$ cat config.mk
export PLATFORM = sky130hd
export DESIGN_NAME = hazard_scoreboard
export DESIGN_NICKNAME = d
export VERILOG_FILES = /design/src/rtl/hazard_scoreboard.sv
export SDC_FILE = /design/constraint.sdc
export NUM_CORES = 1
export LEC_CHECK = 0
export BUFFER_PORTS_ARGS = -buffer_cell sky130_fd_sc_hd__buf_2
export CORE_MARGIN = 2
export CORE_UTILIZATION = 57
export DETAILED_ROUTE_END_ITERATION = 7
export PLACE_DENSITY = 0.79
export SLEW_MARGIN = 5
export SYNTH_ARGS = -nofsm -noshare
export SYNTH_HDL_FRONTEND = slang
export SYNTH_SLANG_ARGS = --single-unit
$ cat constraint.sdc
create_clock -name clk -period 4.1 [get_ports clk]
set_clock_uncertainty 0.15 [all_clocks]
set_input_delay 0.205 -clock clk [delete_from_list [all_inputs] [get_ports clk]]
set_output_delay 0.205 -clock clk [all_outputs]
set_load 0.005 [all_outputs]
$ cat src/rtl/hazard_scoreboard.sv
// Decode-stage hazard unit: scoreboard of in-flight register writes with per-entry
// countdowns; stalls ID until source operands are available.
module hazard_scoreboard #(
    parameter int unsigned REG_W    = 5,
    parameter int unsigned DEPTH    = 4,
    parameter int unsigned FWD_EN   = 1,
    parameter int unsigned ALU_LAT  = 0,
    parameter int unsigned LOAD_LAT = 1,
    parameter int unsigned WB_LAT   = 3,
    parameter int unsigned CNT_W    = 16,
    localparam int unsigned IF_W    = $clog2(DEPTH + 1)
) (
    input  logic             clk,
    input  logic             rst_n,
    input  logic             id_valid,
    input  logic [REG_W-1:0] id_rs,
    input  logic [REG_W-1:0] id_rt,
    input  logic             id_uses_rs,
    input  logic             id_uses_rt,
    input  logic             id_wr_en,
    input  logic [REG_W-1:0] id_wr_reg,
    input  logic             id_is_load,
    input  logic             flush,
    input  logic             mem_busy,
    output logic             control_flush,
    output logic             pc_freeze,
    output logic             IF_ID_freeze,
    output logic [IF_W-1:0]  in_flight,
    output logic [CNT_W-1:0] stall_count
);

    localparam int unsigned LAT_W = (WB_LAT > 0) ? $clog2(WB_LAT + 1) : 1;

    typedef struct packed {
        logic             valid;
        logic [REG_W-1:0] rg;
        logic [LAT_W-1:0] cnt;
    } entry_t;

    entry_t           ent_q [DEPTH];
    entry_t           ent_d [DEPTH];
    logic [IF_W-1:0]  in_flight_q, in_flight_d;
    logic [CNT_W-1:0] stall_q, stall_d;

    logic [LAT_W-1:0] lat_c;
    logic             match_rs_c, match_rt_c, full_c, hazard_c;
    logic             issue_c, alloc_c, alloc_done;

    // Latency owed to a consumer directly behind the instruction in ID
    always_comb begin
        if (FWD_EN != 0) begin
            lat_c = id_is_load ? LAT_W'(LOAD_LAT) : LAT_W'(ALU_LAT);
        end else begin
            lat_c = LAT_W'(WB_LAT);
        end
    end

    always_comb begin
        match_rs_c = 1'b0;
        match_rt_c = 1'b0;
        full_c     = 1'b1;
        for (int unsigned i = 0; i < DEPTH; i++) begin
            if (ent_q[i].valid) begin
                if (ent_q[i].rg == id_rs) match_rs_c = 1'b1;
                if (ent_q[i].rg == id_rt) match_rt_c = 1'b1;
            end else begin
                full_c = 1'b0;
            end
        end
        match_rs_c = match_rs_c && (id_rs != '0);
        match_rt_c = match_rt_c && (id_rt != '0);
    end

    assign hazard_c = id_valid && ((id_uses_rs && match_rs_c) || (id_uses_rt && match_rt_c) ||
                      (id_wr_en && (id_wr_reg != '0) && (lat_c != '0) && full_c));

    // mem_busy freezes everything; flush lets the redirect through
    always_comb begin
        control_flush = 1'b0;
        pc_freeze     = 1'b0;
        IF_ID_freeze  = 1'b0;
        if (mem_busy) begin
            pc_freeze    = 1'b1;
            IF_ID_freeze = 1'b1;
        end else if (!flush) begin
            control_flush = hazard_c;
            pc_freeze     = hazard_c;
            IF_ID_freeze  = hazard_c;
        end
    end

    assign issue_c = id_valid && !hazard_c && !flush && !mem_busy;
    assign alloc_c = issue_c && id_wr_en && (id_wr_reg != '0) && (lat_c != '0);

    // Free slots are chosen from pre-edge valid, so an entry retiring now is not reused
    always_comb begin
        alloc_done = 1'b0;
        for (int unsigned i = 0; i < DEPTH; i++) begin
            ent_d[i] = ent_q[i];
            if (!mem_busy && ent_q[i].valid) begin
                if (ent_q[i].cnt == LAT_W'(1)) ent_d[i].valid = 1'b0;
                ent_d[i].cnt = ent_q[i].cnt - LAT_W'(1);
            end
            if (alloc_c && !alloc_done && !ent_q[i].valid) begin
                ent_d[i].valid = 1'b1;
                ent_d[i].rg    = id_wr_reg;
                ent_d[i].cnt   = lat_c;
                alloc_done     = 1'b1;
            end
        end
    end

    always_comb begin
        in_flight_d = '0;
        for (int unsigned i = 0; i < DEPTH; i++) begin
            in_flight_d = in_flight_d + IF_W'(ent_d[i].valid);
        end
        stall_d = (control_flush && (stall_q != '1)) ? stall_q + CNT_W'(1) : stall_q;
    end

    always_ff @(posedge clk or negedge rst_n) begin
        if (!rst_n) begin
            for (int unsigned i = 0; i < DEPTH; i++) ent_q[i] <= '0;
            in_flight_q <= '0;
            stall_q     <= '0;
        end else begin
            for (int unsigned i = 0; i < DEPTH; i++) ent_q[i] <= ent_d[i];
            in_flight_q <= in_flight_d;
            stall_q     <= stall_d;
        end
    end

    assign in_flight   = in_flight_q;
    assign stall_count = stall_q;

endmodule

Word-level counts from Yosys, hierarchy flattened
Index checks and enable logic that the tools add are counted.

cells by class
  $add $sub $neg = 8
  equal/unequal tests = 13
  muxes and demuxes = 43
  reduce and logical (&&, ||, !) cells = 46

operator list
  operator                                             number
  equality test 5 bit                                  8
  two-way mux 1 bit                                    35
  two-way mux 8 bit                                    4
  logical AND 1 bit                                    26
  adder 16 x 1 -> 16 bit, second input constant        1
  != test 16 bit, second input constant                1
  nonzero test 5 bit                                   3
  logical NOT 1 bit                                    10
  nonzero test 2 bit                                   5
  equality test 2 x 1 -> 1 bit, second input constant  4
  two-way mux 2 bit                                    4
  subtractor 2 x 1 -> 2 bit, second input constant     4
  adder 2 x 1 -> 3 bit                                 1
  adder 3 x 1 -> 3 bit                                 1
  adder 1 x 1 -> 2 bit                                 1
  logical OR 1 bit                                     2

word-level totals
  register bits after elaboration = 51
  output and inout port bits = 22
  logic and storage cells = 124

Logic depth before layout (Yosys ltp)
Gate-level depths: netlist of run 1.

  depth after elaboration = 36
  depth in mapped cells = 13

Least setup slack after synthesis of run 1
No wires, ideal clock.

  kind = register to register
  start = register, netlist name ent_q[13]
  end = register in_flight_q[1], in the netlist in_flight[1]
  setup time = 0.126 ns
  arrival = 2.892 ns
  data required time = 3.824 ns
  setup slack = 0.932 ns
  cell stages (with the launch flop) = 13
  buffers on the path = 1
  clock period less this slack = 3.168 ns
  cell sequence = dfrtp_1 > xor2_1 > nor4_1 > nand3_1 > and4_4 > o22ai_4 > nor3_4 > and2_1 > buf_6 > a21o_1 > fa_1 > ha_1 > ha_1

RTL lines
  what                  line  RTL
  to (signal assigned)  128   in_flight_q <= in_flight_d;
  to (decl)             42    logic [IF_W-1:0] in_flight_q, in_flight_d;

==> summary.md, run 1 <==
| Metric | Value |
|---|---|
| Dominant combinational cell family by area after synthesis | `simple AND/OR/NAND/NOR gates` |
| Count of different cell masters after synthesis | `40` |
| Unrepaired setup endpoints after global routing | `false` |
| Post-layout total power | `1.35 mW` |
| Classification of the worst-slack hold path | `input port to flip-flop` |
| Clock transition at path regs | `90 ps` |
| Number of rows created at floorplan | `26` |
| Global placement routability congestion | `0.936` |
| Max cap viols | `0` |
| HPWL Detailed | `4.34 mm` |
| Final-report max-slew violation count | `0` |
| Result of the run | `completed` |
| Share of async-settable or async-resettable flops after synthesis | `1.00` |
| Final WL | `5.87 mm` |
| Global Route met2 Usage | `0.369` |
| Power density over the cells | `410 nW/um2` |
| Warnings, synthesis | `0` |
| WP data required | `4140 ps` |
| Net count after synthesis | `292` |
| Main area contributors after synthesis | `sky130_fd_sc_hd__dfrtp_1 43%, sky130_fd_sc_hd__xor2_1 13%, sky130_fd_sc_hd__mux2_4 5.1%` |
| Area fraction in and, or, nand and nor cells after synthesis | `0.172` |
| Antenna viol nets, final | `0` |
| Upper clock frequency limit | `0.285 GHz` |
| Number of detailed-routing iterations run before antenna repair | `4` |
| Sum of negative setup slack | `0 ps` |
| Crit path max-delay family | `simple AND/OR/NAND/NOR gates` |
| Nature of the critical path startpoint | `flip-flop` |
| Area of the die | `5740 um2` |
| Cell at the root of the clock tree | `sky130_fd_sc_hd__clkbuf_8` |
| Final critical-path share of the clock period | `0.856` |
| Area Overhead vs Synth | `11.9%` |
| Worst path arrival time | `3550 ps` |
| Sequential share of the synthesized area | `0.434` |
| Via count of the first global-routing pass | `1983` |
| Static leakage | `1.67 nW` |
| Most repeated cell in the gate-level netlist after synthesis | `sky130_fd_sc_hd__dfrtp_1` |
| # clock sinks | `51` |
| Die Y-Extent | `75.8 um` |
| Most area-hungry cell type in the Yosys netlist | `sky130_fd_sc_hd__dfrtp_1` |
| CP max-delay cell | `sky130_fd_sc_hd__fa_1` |
| CP Cell Sequence | `xor2_1 -> nor4_1 -> nand3_1 -> and4_1 -> o22ai_4 -> nor3_4 -> and2_1 -> a21o_1 -> fa_1 -> ha_1 -> ha_1` |
| Most common flop cell mapped by yosys | `sky130_fd_sc_hd__dfrtp_1` |
| Met3 capacity usage during global routing | `0.0542` |
| Insertion delay of the later-clocked pin in the worst-skew pair | `310 ps` |
| Share of cells above drive strength 1 | `0.278` |
| CP peak stage delay | `480 ps` |
| Post-synthesis cell count | `260` |
| Critical path start-end classification | `flip-flop to flip-flop` |
| FF+latch area | `1280 um2` |
| Number of buffers added on ports | `45` |
| Peak-usage layer in the global routing report | `met2` |
| Vias per Instance | `5.46` |
| Synthesized area per cell | `11.3 um2` |
| Overflow left after global routing | `0` |
| Routed wirelength normalized by instance count | `15.8 um` |
| Total number of nets in the final design | `333` |
| Number of antenna violations at the first check in global routing | `0` |
| Number of synthesized flops with an enable pin | `0` |
| Post-synthesis compound-gate area fraction | `0.0460` |
| Number of top-level pins | `46` |
| Share of the synthesized netlist area taken by xor and xnor gates | `0.170` |
| Number of failing hold endpoints at the final stage | `0` |
| Hold slack final | `43.5 ps` |
| Total of fill cells in the finished design | `396` |
| TritonCTS Buffers | `5` |
| Maximum number of pins on one net before global-route repair | `52` |
| Mapped Area | `2940 um2` |
| Residual DRC | `0` |
| Most frequent cell on the critical path | `sky130_fd_sc_hd__ha_1` |
| Portion of netlist area occupied by mux cells | `0.0967` |
| Synth top area share | `0.434` |
| Worst Path Buf+Inv | `0` |
| Fraction of the mapped netlist area in adder cells | `0.0366` |
| Pin slew with the least headroom to its limit | `627 ps` |
| PostCTS Resize Cnt | `0` |
| Wire length of the first global-routing pass | `9.58 mm` |
| Final setup violating endpoints | `0` |
| Time the final worst path needs with I/O delays and setup | `3510 ps` |
| Total global routing track utilization | `0.227` |
| Largest fanout on the critical path | `8` |
| Maximum buffer depth of the clock tree | `2` |
| GR Util met1 | `0.299` |
| Initial Utilization | `0.583` |
| Die W | `75.8 um` |
| Worst vdd rail ir drop | `299 uV` |
| Total number of H-tree levels | `2` |
| Register bit count reported by yosys | `51` |
| DR iter-0 viols | `111` |
| Via total after detailed routing | `2030` |
| Leading post-synthesis cells by instance count | `51 x sky130_fd_sc_hd__dfrtp_1, 44 x sky130_fd_sc_hd__xor2_1, 16 x sky130_fd_sc_hd__nand2_1, 13 x sky130_fd_sc_hd__xnor2_1` |
| Diode count | `0` |
| Total area of multi-input combinational cells | `1530 um2` |
| Slew HR | `0.582` |
| CP Capture Type | `flip-flop` |
| CTS tree | `yes` |
| Reg2Reg Setup Slack | `590 ps` |
| Final worst slack | `590 ps` |
| Core Area | `5040 um2` |
| Place WS | `611 ps` |
metal layers:
| metal | share of wire | vias to the layer above |
|---|---|---|
| met5 | 0 | - |
| met4 | 0.023 | 0 |
| met3 | 0.059 | 12 |
| met2 | 0.48 | 60 |
| met1 | 0.44 | 995 |
| li1 | - | 963 |
logic make-up after synthesis:
kind of cell	count (synthesis)
AOI/OAI and AO/OA	16
xor gates and xnor gates	57
adders and majority gates	8
buffers and inverters	21
DFF	51
muxes	22
and+or+nand+nor	85
timing repair:
item | 4_1_cts | 5_1_grt
endpoints found under the hold margin | 51 | 0
hold buffers | 1 | 0
buffers inserted | 0 | 0
state kept, by name, indices dropped and copies added, names as in the netlist:
signal	flops
ent_q	32
stall_count	16
in_flight	3
worst paths after layout:
| kind | from | cells after the start | to |
|---|---|---|---|
| worst max register to register | ent_q[5] | 11 | in_flight[1] |
| worst min-delay path | id_wr_reg[0] | 2 | ent_q[2] |
| worst max-delay path | ent_q[5] | 11 | in_flight[1] |
| worst min register to register | stall_count[15] | 1 | stall_count[15] |
| max in group asynchronous | rst_n | 3 | ent_q[13] |
| min in group asynchronous | rst_n | 3 | stall_count[13] |
metrics by stage:
stage / utilization / cell area [um2] / cells
floorplan: - / 2940 / 260
global placement: 0.627 / 3160 / 363
detailed placement: 0.627 / 3160 / 363
CTS: 0.652 / 3290 / 372
global route: 0.652 / 3290 / 372
finish: 0.652 / 3290 / 372
cell type report:
class | instances | share of cell area
Clock inverter | 2 | 0.0107
Multi-Input combinational cell | 188 | 0.465
Clock buffer | 6 | 0.0251
Tap cell | 70 | 0.0266
Sequential cell | 51 | 0.388
Inverter | 7 | 0.00799
Timing Repair Buffer | 48 | 0.0761
cells in the final DEF, fill, tap and decap left out, drive strengths merged, types with 2 or more instances in the layout:
master	n
xnor2	13
mux2	21
nor2b	4
nand2	16
inv	7
and4	3
ha	7
or4	2
nor4	11
and3	5
and2	2
o21ai	3
a21oi	2
nor3	9
nand3	11
a21o	3
buf	47
o31ai	4
nor2	11
nand2b	7
clkbuf	6
dfrtp	51
xor2	44
power breakdown:
group / total [mW] / internal, mW / leakage, nW / switching [mW]
Sequential: 0.679 / 0.590 / 0.669 / 0.0888
Clock: 0.363 / 0.198 / 0.0612 / 0.166
Combinational: 0.306 / 0.164 / 0.941 / 0.142
Total: 1.35 / 0.952 / 1.67 / 0.396
No activity file was read; power rests on OpenSTA's default activity.
==> run 2, diff against run 1 <==
--- a/config.mk
+++ b/config.mk
@@ -6,8 +6,11 @@
 export NUM_CORES = 1
 export LEC_CHECK = 0
 export BUFFER_PORTS_ARGS = -buffer_cell sky130_fd_sc_hd__buf_2
+export CAP_MARGIN = 10
 export CORE_MARGIN = 2
 export CORE_UTILIZATION = 57
+export CTS_BUF_LIST = sky130_fd_sc_hd__clkbuf_16
+export CTS_CLUSTER_DIAMETER = 50
 export DETAILED_ROUTE_END_ITERATION = 7
 export PLACE_DENSITY = 0.79
 export SLEW_MARGIN = 5
==> run 2 against run 1 <==
  * Global-route usage increased by 0.44 points
  * Sequential power about the same
  * Via count decreased by 1.1%
  * Routed wire length increased by 2.4%
  * Register-to-register slack got worse by 70 ps
  * Clock-buffer cell count decreased by 1
  * Cell count unchanged
  * Largest power group unchanged
==> summary.md, run 2 (synthesis gave the netlist of run 1 again) <==
| Metric | Value |
|---|---|
| Power density over the cells | `434 nW/um2 (+5.9%)` |
| Number of failing hold endpoints at the final stage | `0 (unchanged)` |
| Largest fanout on the critical path | `8 (unchanged)` |
| Global Route met2 Usage | `0.375 (+0.00575)` |
| CTS tree | `yes` |
| PostCTS Resize Cnt | `0 (unchanged)` |
| # clock sinks | `51 (unchanged)` |
| Final critical-path share of the clock period | `0.873 (+0.0164)` |
| Final cell area excluding filler cells | `3330 um2 (+1.4%)` |
| Critical path start-end classification | `flip-flop to flip-flop` |
| Place WS | `611 ps (unchanged)` |
| Flip-flop count of the largest register, all copies and words added | `32 (unchanged)` |
| Max cap viols | `0 (unchanged)` |
| Most used cells in the layout excluding fill and tap cells | `51 x sky130_fd_sc_hd__dfrtp_1, 45 x sky130_fd_sc_hd__buf_2, 44 x sky130_fd_sc_hd__xor2_1` |
| Total number of H-tree levels | `2 (unchanged)` |
| Final worst slack | `523 ps (-67.3 ps)` |
| Maximum buffer depth of the clock tree | `2 (unchanged)` |
| Peak-usage layer in the global routing report | `met2` |
| Setup bufs post-CTS | `0 (unchanged)` |
| Met3 capacity usage during global routing | `0.0516 (-0.00265)` |
| Die W | `75.8 um (unchanged)` |
| HPWL Detailed | `4.34 mm (unchanged)` |
| Slew HR | `0.569 (-0.0136)` |
| Total global routing track utilization | `0.231 (+0.00445)` |
| Unrepaired setup endpoints after global routing | `false` |
| Post-detailed-placement cell area | `3160 um2 (unchanged)` |
| Total of fill cells in the finished design | `383 (-3.3%)` |
| Overflow left after global routing | `0 (unchanged)` |
| Residual DRC | `0 (unchanged)` |
| Final-report max-slew violation count | `0 (unchanged)` |
| Global placement routability congestion | `0.936 (unchanged)` |
| Initial Utilization | `0.583 (unchanged)` |
| Die Y-Extent | `75.8 um (unchanged)` |
| Worst vdd rail ir drop | `315 uV (+5.6%)` |
| Number of rows created at floorplan | `26 (unchanged)` |
| CP Capture Type | `flip-flop` |
| Area of the die | `5740 um2 (unchanged)` |
| Classification of the worst-slack hold path | `input port to flip-flop` |
| Routed wirelength normalized by instance count | `16.1 um (+2.4%)` |
| Total number of nets in the final design | `333 (unchanged)` |
| Leading cell type in the layout, fill and taps excluded | `sky130_fd_sc_hd__dfrtp_1` |
| Number of detailed-routing iterations run before antenna repair | `4 (unchanged)` |
| GR Util met1 | `0.308 (+0.00935)` |
| DR iter-0 viols | `86 (-23%)` |
| Insertion delay of the later-clocked pin in the worst-skew pair | `290 ps (-20 ps)` |
| Antenna viol nets, final | `0 (unchanged)` |
| Share of cells above drive strength 1 | `0.275 (-0.00331)` |
| Maximum number of pins on one net before global-route repair | `52 (unchanged)` |
| Final WL | `6.01 mm (+2.4%)` |
| Time the final worst path needs with I/O delays and setup | `3580 ps (+67.3 ps)` |
| Diode count | `0 (unchanged)` |
| Reg2Reg Launch Point | `ent_q[5]` |
| Via count of the first global-routing pass | `2018 (+1.8%)` |
| Sum of negative setup slack | `0 ps (unchanged)` |
| Upper clock frequency limit | `0.280 GHz (-1.9%)` |
| Nature of the critical path startpoint | `flip-flop` |
| Worst path arrival time | `3600 ps (+50 ps)` |
| Cell at the root of the clock tree | `sky130_fd_sc_hd__clkbuf_16` |
| WP data required | `4120 ps (-20 ps)` |
| Clock transition at path regs | `70 ps (-20 ps)` |
| First element of the critical path | `ent_q[5]` |
| Post-cts hold buffer count | `1 (unchanged)` |
| TritonCTS Buffers | `5 (unchanged)` |
| Hold_sp | `id_wr_reg[0]` |
| Final setup violating endpoints | `0 (unchanged)` |
| Vias per Instance | `5.40 (-1.1%)` |
| Number of antenna violations at the first check in global routing | `0 (unchanged)` |
| Wire length of the first global-routing pass | `9.76 mm (+1.9%)` |
| Result of the run | `completed` |
| Most flop-heavy register | `ent_q` |
| Number of top-level pins | `46 (unchanged)` |
| Pin slew with the least headroom to its limit | `647 ps (+20.4 ps)` |
| Number of buffers added on ports | `45 (unchanged)` |
| Core Area | `5040 um2 (unchanged)` |
| Via total after detailed routing | `2008 (-1.1%)` |
| Area Overhead vs Synth | `13.5%` |
| Static leakage | `1.69 nW (+1.2%)` |
==> run 2: cell types whose count changed in the layout (fill, tap and decap cells not counted) <==
cell                        previous run  this run
sky130_fd_sc_hd__clkbuf_8              6         0
sky130_fd_sc_hd__clkinv_1              0         1
sky130_fd_sc_hd__clkbuf_16             0         5
==> run 2: report_power, final <==
part	leakage, nW	total, mW	internal, mW	switching, mW
combinational	0.941	0.306	0.164	0.142
clock	0.0812	0.462	0.285	0.177
sequential	0.669	0.680	0.591	0.0890
==> run 2: final timing paths <==
path                            depth (start not counted)         endpoint  slack (ps)
worst min register to register                          1   stall_count[6]         330
worst min-delay path                                    2         ent_q[2]          70
min in group asynchronous                               3  stall_count[13]         400
max in group asynchronous                               3        ent_q[31]        2960
worst max-delay path                                   11     in_flight[1]         520
worst max register to register                         11     in_flight[1]         520
==> run 2: critical path, cell delays in order, from the launching register on <==
cell	delay [ps]
sky130_fd_sc_hd__dfrtp_1	420
sky130_fd_sc_hd__xor2_1	180
sky130_fd_sc_hd__nor4_1	420
sky130_fd_sc_hd__nand3_1	160
sky130_fd_sc_hd__and4_1	210
sky130_fd_sc_hd__o22ai_4	290
sky130_fd_sc_hd__nor3_4	100
sky130_fd_sc_hd__and2_1	310
sky130_fd_sc_hd__a21o_1	240
sky130_fd_sc_hd__fa_1	480
sky130_fd_sc_hd__ha_1	220
sky130_fd_sc_hd__ha_1	280
==> run 2: metrics by stage <==
| stage | std cells | power (mW) | hold WS [ps] | util |
|---|---|---|---|---|
| 2_1_floorplan | 260 | 0.902 | -241 | - |
| 3_3_place_gp | 363 | 0.983 | 207 | 0.627 |
| 3_5_place_dp | 363 | 0.993 | 206 | 0.627 |
| 4_1_cts | 372 | 1.46 | 54.4 | 0.661 |
| 5_1_grt | 372 | 1.53 | 78.6 | 0.661 |
| 6_report | 372 | 1.45 | 66.3 | 0.661 |
==> run 2: layer usage <==
layer,routed length [um],vias up
li1,-,963
met1,2770,976
met2,2820,60
met3,327,9
met4,95,0
met5,0,-
==> run 2: layout make-up <==
class                           count  area (um2)  area share
Sequential cell                    51        1280       0.383
Clock inverter                      3        38.8      0.0116
Multi-Input combinational cell    188        1530       0.459
Inverter                            7        26.3     0.00788
Timing Repair Buffer               48         250      0.0750
Tap cell                           70        87.6      0.0263
Clock buffer                        5         125      0.0375
==> run 3, diff against run 2 <==
--- a/config.mk
+++ b/config.mk
@@ -13,6 +13,7 @@
 export CTS_CLUSTER_DIAMETER = 50
 export DETAILED_ROUTE_END_ITERATION = 7
 export PLACE_DENSITY = 0.79
+export REMOVE_ABC_BUFFERS = 1
 export SLEW_MARGIN = 5
 export SYNTH_ARGS = -nofsm -noshare
 export SYNTH_HDL_FRONTEND = slang
==> run 3 against run 2 <==
  * Power is 3.2% lower
  * Die area unchanged
  * Non-clock buffer count unchanged
  * Clock-buffer cell count is the same
  * Register-to-register slack better by 160 ps
  * Routed wire length is 3.2% lower
  * Via count grew 2.4%
  * Critical path type unchanged
  * Critical endpoint unchanged
  * Largest cell class unchanged
  * Highest routed layer unchanged
==> summary.md, run 3 (synthesis gave the netlist of run 1 again) <==
| Metric | Value |
|---|---|
| Antenna viol nets, final | `0 (unchanged)` |
| Die Y-Extent | `75.8 um (unchanged)` |
| Number of rows created at floorplan | `26 (unchanged)` |
| Via total after detailed routing | `2057 (+2.4%)` |
| Number of buffers added on ports | `45 (unchanged)` |
| Worst vdd rail ir drop | `359 uV (+14%)` |
| WP data required | `4130 ps (about the same)` |
| Final WL | `5.82 mm (-3.2%)` |
| Slew HR | `0.577 (+0.00888)` |
| Upper clock frequency limit | `0.292 GHz (+4.6%)` |
| Core Area | `5040 um2 (unchanged)` |
| HPWL Detailed | `4.35 mm (+0.19%)` |
| Total number of H-tree levels | `2 (unchanged)` |
| Maximum buffer depth of the clock tree | `2 (unchanged)` |
| Number of cells on the worst reg-to-reg path | `11 (unchanged)` |
| Total placed cells including tap cells | `363 (unchanged)` |
| CP max-delay cell | `sky130_fd_sc_hd__fa_1` |
| Result of the run | `completed` |
| Nature of the critical path startpoint | `flip-flop` |
| Via count of the first global-routing pass | `1939 (-3.9%)` |
| Sum of negative setup slack | `0 ps (unchanged)` |
| Number of top-level pins | `46 (unchanged)` |
| Number of failing hold endpoints at the final stage | `0 (unchanged)` |
| Diode count | `0 (unchanged)` |
| Max cap viols | `0 (unchanged)` |
| Most frequent cell on the critical path | `sky130_fd_sc_hd__ha_1` |
| Insertion delay of the later-clocked pin in the worst-skew pair | `300 ps (about the same)` |
| Most used cells in the layout excluding fill and tap cells | `51 x sky130_fd_sc_hd__dfrtp_1, 45 x sky130_fd_sc_hd__buf_2, 44 x sky130_fd_sc_hd__xor2_1` |
| Unrepaired setup endpoints after global routing | `false` |
| Core occupancy in the finished layout | `0.658 (-0.00323)` |
| Setup bufs post-CTS | `0 (unchanged)` |
| Routed wirelength normalized by instance count | `15.6 um (-3.2%)` |
| Most flop-heavy register | `ent_q` |
| Overflow left after global routing | `0 (unchanged)` |
| CP Capture Type | `flip-flop` |
| Flip-flop count of the largest register, all copies and words added | `32 (unchanged)` |
| FF+latch area | `1280 um2 (unchanged)` |
| CP Cell Sequence | `xor2_1 -> nor4_1 -> nand3_1 -> and4_4 -> o22ai_4 -> nor3_4 -> and2_1 -> a21o_1 -> fa_1 -> ha_1 -> ha_1` |
| Area of the die | `5740 um2 (unchanged)` |
| Classification of the worst-slack hold path | `input port to flip-flop` |
| Number of detailed-routing iterations run before antenna repair | `4 (unchanged)` |
| DR iter-0 viols | `89 (+3.5%)` |
| Maximum number of pins on one net before global-route repair | `52 (unchanged)` |
| Hold slack final | `58.6 ps (-7.76 ps)` |
| Residual DRC | `0 (unchanged)` |
| # clock sinks | `51 (unchanged)` |
| Cell at the root of the clock tree | `sky130_fd_sc_hd__clkbuf_16` |
| Static leakage | `1.68 nW (-0.42%)` |
| PostCTS Resize Cnt | `0 (unchanged)` |
| Final critical-path share of the clock period | `0.834 (-0.0386)` |
| CP peak stage delay | `480 ps (about the same)` |
| Post-cts hold buffer count | `1 (unchanged)` |
| Vias per Instance | `5.53 (+2.4%)` |
| Cell depth of the worst min-delay path | `2 (unchanged)` |
| Final setup violating endpoints | `0 (unchanged)` |
| Number of antenna violations at the first check in global routing | `0 (unchanged)` |
| Total number of nets in the final design | `333 (unchanged)` |
| Pin slew with the least headroom to its limit | `634 ps (-13.3 ps)` |
| Final worst slack | `681 ps (+158 ps)` |
| Area Overhead vs Synth | `12.9%` |
| TritonCTS Buffers | `5 (unchanged)` |
| Worst path arrival time | `3450 ps (-150 ps)` |
| Global placement routability congestion | `0.916 (-2.2%)` |
| Largest fanout on the critical path | `8 (unchanged)` |
| Power density over the cells | `422 nW/um2 (-2.7%)` |
| Total area of multi-input combinational cells | `1530 um2 (unchanged)` |
| Total of fill cells in the finished design | `392 (+2.3%)` |
| Leading cell type in the layout, fill and taps excluded | `sky130_fd_sc_hd__dfrtp_1` |
| Critical path start-end classification | `flip-flop to flip-flop` |
| Share of cells above drive strength 1 | `0.278 (+0.00331)` |
| Time the final worst path needs with I/O delays and setup | `3420 ps (-158 ps)` |
| Place WS | `672 ps (+61.4 ps)` |
| Total global routing track utilization | `0.218 (-0.0132)` |
| Clock transition at path regs | `70 ps (about the same)` |
| Die W | `75.8 um (unchanged)` |
| Wire length of the first global-routing pass | `9.32 mm (-4.5%)` |
| Cell Count, Final, Fillers Out | `372 (unchanged)` |
| Initial Utilization | `0.583 (unchanged)` |
| CTS tree | `yes` |
| Final-report max-slew violation count | `0 (unchanged)` |
[run 3: cell types whose count changed in the layout (fill, tap and decap cells not counted)]
cell | before | now
sky130_fd_sc_hd__bufinv_16 | 1 | 0
sky130_fd_sc_hd__clkinv_1 | 1 | 0
sky130_fd_sc_hd__clkinv_4 | 0 | 1
sky130_fd_sc_hd__inv_6 | 0 | 1
[run 3: final timing paths]
kind | slack, ps | start | end
min reg2reg | 330 | stall_count[6] | stall_count[6]
max reg2reg | 680 | ent_q[22] | in_flight[1]
min | 60 | id_wr_reg[0] | ent_q[2]
max in group asynchronous | 2970 | rst_n | ent_q[29]
min in group asynchronous | 400 | rst_n | stall_count[4]
max | 680 | ent_q[22] | in_flight[1]
[run 3: critical path: cells and delay by family, from the launching register on]
| kind | cells | cell delay (ps) |
|---|---|---|
| flip-flops | 1 | 410 |
| adder cells (fa/ha/maj) | 3 | 970 |
| AO/OA/AOI/OAI | 2 | 570 |
| XOR/XNOR | 1 | 160 |
| AND/OR/NAND/NOR | 5 | 1040 |
[run 3: cell type report]
class	instances	share of cell area
clock buffers	5	0.0377
clock inverters	3	0.00679
inverters	7	0.00792
multi-input cells	188	0.461
flip-flops and latches	51	0.385
well taps	70	0.0264
repair buffers	48	0.0754
[run 3: per-stage QoR]
| stage | power, mW | area (um2) |
|---|---|---|
| floorplan | 0.888 | 2830 |
| global placement | 0.983 | 3160 |
| detailed placement | 0.993 | 3160 |
| CTS | 1.42 | 3320 |
| global route | 1.48 | 3320 |
| finish | 1.40 | 3320 |
[run 3: power breakdown]
part           switching [mW]  internal [mW]
clock network           0.187          0.228
logic                   0.144          0.164
registers              0.0865          0.591
total                   0.417          0.983
[run 3: metal layers]
| layer | share of wire | vias up | global-route usage |
|---|---|---|---|
| li1 | - | 968 | - |
| met1 | 0.46 | 1022 | 0.301 |
| met2 | 0.48 | 59 | 0.351 |
| met3 | 0.049 | 8 | 0.0489 |
| met4 | 0.010 | 0 | 0.0526 |
| met5 | 0 | - | 0 |
